File: src/rtl/rijndael_pkg.sv
// Shared types, constants and helpers for the AES key-expansion slice.
package rijndael_pkg;

  typedef logic [31:0] word_t;

  typedef enum logic {
    IDLE = 1'b0,
    RUN  = 1'b1
  } kx_state_t;

  localparam logic [7:0] RC_INIT = 8'h01;

  // Multiply by x in GF(2^8) modulo x^8+x^4+x^3+x+1.
  function automatic logic [7:0] xtime(input logic [7:0] b);
    return {b[6:0], 1'b0} ^ (b[7] ? 8'h1b : 8'h00);
  endfunction

  function automatic int nr(input int nk);
    return nk + 6;
  endfunction

  function automatic int total_words(input int nk);
    return 4 * (nr(nk) + 1);
  endfunction

  // Number of NK-word schedule steps needed to cover every emitted word.
  function automatic int nsteps(input int nk);
    return (total_words(nk) - nk + nk - 1) / nk;
  endfunction

endpackage

File: src/rtl/rijndael_keyschedulestep.sv
// One combinational key-schedule step: NK old words in, NK new words out.
// Word i lives at [32i+31:32i]; bytes are most-significant first.
module rijndael_keyschedulestep
  import rijndael_pkg::*;
#(
  parameter int NK = 4
) (
  input  logic [32*NK-1:0] keystate,
  input  logic [7:0]       rc,
  output logic [32*NK-1:0] next_keystate
);

  function automatic logic [7:0] gf_mul(input logic [7:0] a, input logic [7:0] b);
    logic [7:0] p;
    logic [7:0] aa;
    p  = '0;
    aa = a;
    for (int i = 0; i < 8; i++) begin
      if (b[i]) p = p ^ aa;
      aa = xtime(aa);
    end
    return p;
  endfunction

  // S-box as multiplicative inverse (x^254) followed by the affine map.
  function automatic logic [7:0] sbox(input logic [7:0] x);
    logic [7:0] x2, x3, x12, x15, x240, inv;
    x2   = gf_mul(x, x);
    x3   = gf_mul(x2, x);
    x12  = gf_mul(gf_mul(x3, x3), gf_mul(x3, x3));
    x15  = gf_mul(x12, x3);
    x240 = gf_mul(x15, x15);
    x240 = gf_mul(x240, x240);
    x240 = gf_mul(x240, x240);
    x240 = gf_mul(x240, x240);
    inv  = gf_mul(gf_mul(x240, x12), x2);
    return inv ^ {inv[6:0], inv[7]} ^ {inv[5:0], inv[7:6]} ^
           {inv[4:0], inv[7:5]} ^ {inv[3:0], inv[7:4]} ^ 8'h63;
  endfunction

  function automatic word_t sub_word(input word_t w);
    return {sbox(w[31:24]), sbox(w[23:16]), sbox(w[15:8]), sbox(w[7:0])};
  endfunction

  word_t last_word;
  word_t prev;

  // Chain each new word off the previous new word; NK=8 adds SubWord at word 4.
  always_comb begin
    next_keystate = '0;
    last_word     = keystate[32*(NK-1) +: 32];
    prev          = sub_word({last_word[23:0], last_word[31:24]}) ^ {rc, 24'h000000};
    for (int i = 0; i < NK; i++) begin
      if (NK > 6 && i == 4) prev = sub_word(prev);
      prev = keystate[32*i +: 32] ^ prev;
      next_keystate[32*i +: 32] = prev;
    end
  end

endmodule

File: src/rtl/rijndael_keyexpansion.sv
// Sequential AES key expansion: iterates the schedule step, buffers words
// and streams NR+1 round keys in order.
// Handshakes: a transfer happens on a rising edge where valid && ready are
// both high; valid never waits on ready, and a producer holding valid keeps
// its data stable until the transfer.
module rijndael_keyexpansion
  import rijndael_pkg::*;
#(
  parameter int NK = 4
) (
  input  logic             clk,
  input  logic             rst_n,
  input  logic [32*NK-1:0] key,
  input  logic             key_valid,
  output logic             key_ready,
  output logic [127:0]     rk,
  output logic [3:0]       rk_index,
  output logic             rk_last,
  output logic             rk_valid,
  input  logic             rk_ready,
  output logic             busy
);

  localparam int NR          = nr(NK);
  localparam int TOTAL_WORDS = total_words(NK);
  localparam int NSTEPS      = nsteps(NK);
  localparam int BUF_WORDS   = 12;

  if (!(NK == 4 || NK == 6 || NK == 8)) begin : g_bad_nk
    $error("rijndael_keyexpansion: NK must be 4, 6 or 8");
  end
  if (NK * (NSTEPS + 1) < TOTAL_WORDS) begin : g_bad_steps
    $error("rijndael_keyexpansion: step count does not cover the schedule");
  end

  kx_state_t        state, state_next;
  word_t            buf_q    [BUF_WORDS];
  word_t            buf_next [BUF_WORDS];
  logic [3:0]       count, count_next;
  logic [3:0]       step_cnt;
  logic [7:0]       rc;
  logic [32*NK-1:0] keystate, next_keystate;
  logic             load, pop, push, done;
  int               base;

  rijndael_keyschedulestep #(.NK(NK)) u_step (
    .keystate      (keystate),
    .rc            (rc),
    .next_keystate (next_keystate)
  );

  assign rk = {buf_q[3], buf_q[2], buf_q[1], buf_q[0]};

  // State register.
  always_ff @(posedge clk) begin
    if (!rst_n) state <= IDLE;
    else        state <= state_next;
  end

  // Next state and handshake outputs.
  always_comb begin
    state_next = state;
    key_ready  = 1'b0;
    busy       = 1'b0;
    rk_valid   = 1'b0;
    rk_last    = 1'b0;
    load       = 1'b0;
    pop        = 1'b0;
    done       = 1'b0;
    case (state)
      IDLE: begin
        key_ready = 1'b1;
        if (key_valid) begin
          load       = 1'b1;
          state_next = RUN;
        end
      end
      RUN: begin
        busy     = 1'b1;
        rk_valid = (count >= 4'd4);
        rk_last  = rk_valid && (rk_index == 4'(NR));
        pop      = rk_valid && rk_ready;
        if (pop && rk_last) begin
          done       = 1'b1;
          state_next = IDLE;
        end
      end
      default: state_next = IDLE;
    endcase
  end

  // Push when steps remain and the words fit after any same-cycle pop.
  always_comb begin
    push = (state == RUN) && !done && (step_cnt < 4'(NSTEPS)) &&
           (int'(count) + NK <= BUF_WORDS + (pop ? 4 : 0));
  end

  // Buffer compaction: drop the 4 oldest on pop, append new words after the survivors.
  always_comb begin
    buf_next   = buf_q;
    count_next = count;
    base       = int'(count);
    if (load) begin
      for (int i = 0; i < BUF_WORDS; i++) buf_next[i] = '0;
      for (int i = 0; i < NK; i++) buf_next[i] = key[32*i +: 32];
      count_next = 4'(NK);
    end else if (done) begin
      count_next = '0;
    end else begin
      if (pop) begin
        for (int i = 0; i < BUF_WORDS - 4; i++) buf_next[i] = buf_q[i+4];
        for (int i = BUF_WORDS - 4; i < BUF_WORDS; i++) buf_next[i] = '0;
        base = base - 4;
      end
      if (push) begin
        for (int i = 0; i < BUF_WORDS; i++) begin
          for (int j = 0; j < NK; j++) begin
            if (i == base + j) buf_next[i] = next_keystate[32*j +: 32];
          end
        end
      end
      count_next = 4'(base + (push ? NK : 0));
    end
  end

  // Control counters, round constant and round index.
  always_ff @(posedge clk) begin
    if (!rst_n) begin
      count    <= '0;
      step_cnt <= '0;
      rk_index <= '0;
      rc       <= RC_INIT;
    end else begin
      count <= count_next;
      if (load) begin
        step_cnt <= '0;
        rk_index <= '0;
        rc       <= RC_INIT;
      end else begin
        if (push) begin
          step_cnt <= step_cnt + 4'd1;
          rc       <= xtime(rc);
        end
        if (done)     rk_index <= '0;
        else if (pop) rk_index <= rk_index + 4'd1;
      end
    end
  end

  // Data storage needs no reset: count and state gate its visibility.
  always_ff @(posedge clk) begin
    buf_q <= buf_next;
    if (load)      keystate <= key;
    else if (push) keystate <= next_keystate;
  end

endmodule

File: config.mk
export PLATFORM = sky130hd
export DESIGN_NAME = rijndael_keyexpansion
export DESIGN_NICKNAME = d
export VERILOG_FILES = /design/src/rtl/rijndael_pkg.sv /design/src/rtl/rijndael_keyschedulestep.sv /design/src/rtl/rijndael_keyexpansion.sv
export SDC_FILE = /design/constraint.sdc
export NUM_CORES = 2
export LEC_CHECK = 0
export CAP_MARGIN = 15
export CORE_MARGIN = 10
export CORE_UTILIZATION = 44
export DETAILED_ROUTE_END_ITERATION = 8
export PLACE_DENSITY = 0.7
export SETUP_SLACK_MARGIN = 0.05
export SLEW_MARGIN = 20
export SYNTH_ARGS = -nofsm -noshare
export SYNTH_HDL_FRONTEND = slang
export SYNTH_SLANG_ARGS = --single-unit
File: constraint.sdc
create_clock -name clk -period 19.2 [get_ports clk]
set_input_delay 3.84 -clock clk [delete_from_list [all_inputs] [get_ports clk]]
set_output_delay 3.84 -clock clk [all_outputs]
set_load 0.005 [all_outputs]
==> impl_metrics.csv <==
group,metric,value,unit
clocking,numCtsBuffers,54,
job,cap_violations,0,
timing,fin_crit_sh,0.9593,
timing,timing.fmax,0.05430,GHz
drt,initialDrtViolationCount,6438,
clocking,cts-hold-fix-buffers,0,
final_layout,finish.instance_area,84640,sq um
setup_path,r2r_end,"rk[79]",
final_layout,layout.nets,9241,
timing,tns,0,ps
run_status,status,"finished, violations left",
setup_path,startpoint_type,"flip-flop",
setup_path,endpoint_kind,"flip-flop",
synthesis,synth_edf_count,256,
timing,worst_slew_pin_slew,1234,ps
synthesis,synth_top_area_frac,0.1461,
drt,vias,66892,
die,rows,149,
timing,period_needed,18420,ps
drt,wirelength,250.3,mm
setup_path,cp.required,19600,ps
global_routing,first_global_vias,63553,
global_routing,antenna_found_initial,2,
setup_path,cpMostUsedCell,"xnor2_1",
setup_path,startpoint,"keystate[103]",
hold_path,hold_start,"buf_q[12]",
timing,final-setup-viol-count,0,
setup_path,path_class,"reg2reg",
drt,avgViaCountPerCell,5.917,
clocking,clkLatencyLatePin,670,ps
synthesis,ys_seq_elements,531,
synthesis,syn_area_per_cell,8.333,sq um
placed_design,place_congestion,0.9587,
setup_path,r2r_start,"keystate[103]",
die,dieArea,183200,sq um
clocking,htree_levels,2,
setup_path,crit_arrival,18820,ps
run_status,violations,"design-rule violations",
drt,drt-pass1-iter-count,9,
die,ios,268,
synthesis,async_flop_share,0,
clocking,cts_tree,"built",
hold_path,hold_class,"reg2reg",
placed_design,placed_area,79090,sq um
synthesis,yosys_warnings,0,
final_layout,num_antenna_cells,0,
die,fp.dieW,428.0,microns
synthesis,netlist-cell-type-count,140,
synthesis,syn-cell-area,73250,sq um
synthesis,synth_flop_cell,"dfxtp_1",
timing,slew_headroom,0.1771,
setup_path,crit_path_end,"rk[79]",
final_layout,final_cells,11306,
global_routing,grt_pass1_wl,378.9,mm
global_routing,gr-total-overflow,0,
timing,final_hold_viol_count,0,
clocking,clock_sinks,531,
die,core_area,165200,sq um
die,start_util,0.4435,
setup_path,r2r_slack,780,ps
die,die-height,428.0,microns
setup_path,cp_max_fo,17,
timing,report.final.slew_viol_count,0,
setup_path,cp_slowest_stage_delay,510,ps
clocking,clk_pin_slew,70,ps
synthesis,netlist_instances,8790,
final_layout,drive_gt1_frac,0.1607,
clocking,root_buffer,"clkbuf_16",
timing,rsz0062_at_grt,"yes",
drt,drc,5,
synthesis,yosysTopAreaCell,"xnor2_1",
final_layout,layout_commonest_cell,"nand2_1",
final_layout,nFillCells,15309,
synthesis,synth_area_leaders,"xnor2_1, edfxtp_1, xnor3_1, dfxtp_1, nand2_1",
clocking,cts_buffer_depth,3,
synthesis,yosysSeqAreaShare,0.1801,
final_layout,synthToLayoutAreaGrowth,15.55,%
timing,fin_worst_skew,51.34,ps
placed_design,dpl.hpwl,180.0,mm
drt,final_antenna_net_count,0,
global_routing,grt_usage,0.2531,
synthesis,synth.net_count,8959,
setup_path,slowest_stage,"xnor3_2",
placed_design,dp_cells,11046,
final_layout,final_cell_mix,"nand2_1, xnor2_1, nor2_1",
drt,wl_per_cell,22.14,microns
setup_path,rr_worst_depth,72,
global_routing,grt_max_degree,77,
placed_design,portBuffers,267,
-- logic make-up (layout without fill, tap and decap cells) --
family | after synthesis | after routing | share of synthesized area
xor+xnor | 2254 | 2255 | 0.3689
compound gates | 1892 | 1892 | 0.1695
buf+inv | 894 | 1220 | 0.06308
flops | 531 | 531 | 0.1801
simple gates | 2920 | 2920 | 0.1754
fa+ha+maj | 40 | 40 | 0.006730
mux | 259 | 259 | 0.03623
-- worst max-delay path, delay by kind of cell (launching register included) --
kind / cells / cell delay, ps
adder cells (fa/ha/maj): 4 / 1540
multiplexers: 2 / 350
AO/OA/AOI/OAI: 6 / 1330
XOR/XNOR: 42 / 11510
buffers and inverters: 9 / 1800
AND/OR/NAND/NOR: 9 / 1170
flip-flops: 1 / 410
-- metrics by stage --
step | setup WS [ps] | util | hold slack (ps)
floorplan | 71.70 | - | 424.9
global placement | -333.1 | 0.4788 | 433.9
detailed placement | -506.2 | 0.4788 | 442.8
CTS | 2.418 | 0.4931 | 451.7
global route | -126.3 | 0.5124 | 473.0
finish | 782.2 | 0.5124 | 453.1
-- per-layer routing --
layer | vias up | share of wire | wire length, microns | track usage
li1 | 31002 | - | - | -
met1 | 32422 | 0.40 | 101200 | 0.3263
met2 | 2922 | 0.46 | 116000 | 0.4161
met3 | 542 | 0.071 | 17740 | 0.02721
met4 | 4 | 0.062 | 15420 | 0.1337
met5 | - | 0.00012 | 29 | 0
-- synth_stat cells (all sizes together), types with 36 or more instances --
cell and count:
xnor2 1337, nand2 1167, nor2 927, o21ai 529, a21oi 523, xor2 496
buf 388, clkbuf 367, xnor3 364, dfxtp 275, edfxtp 256, mux2i 223
nor3 202, nand3 175, inv 118, o221ai 82, o22ai 75, a22oi 71
nor2b 63, nand2b 61, xor3 57, a211oi 52, and2 51, or3 43
a22o 42, and3 42, a31oi 41, o211ai 41, o31ai 40, ha 37
mux2 36
-- cell type report --
class,instances,area [sq um],area share
inverters,132,520.5,0.006149
multi-input cells,7366,58010,0.6854
flip-flops and latches,531,13190,0.1559
clock inverters,31,354.1,0.004183
well taps,2189,2739,0.03236
clock buffers,70,1504,0.01777
repair buffers,987,8319,0.09829
-- sequential cells by signal (all words and copies together), names as in the netlist --
name      count
keystate    128
step_cnt      4
buf_q       256
rc            8
rk_index      4
rk          128
state         1
count         2
-- timing repair --
action                     4_1_cts  5_1_grt
buffers inserted                15      143
pin swaps                        5       83
gates resized for setup         56      299
gates cloned                     0        1
setup endpoints to repair      174      512
-- worst min path at each step --
stage	end	slack (ps)	cells past startpoint
2_1_floorplan	buf_q[117]	420	2
3_3_place_gp	buf_q[23]	430	2
3_5_place_dp	buf_q[57]	440	2
4_1_cts	buf_q[57]	450	2
5_1_grt	buf_q[47]	470	2
6_report	buf_q[12]	450	2
Power is left out: the tool's default activity adds up to more than one toggle a clock period on the data nets, which glitch-free logic cannot reach.
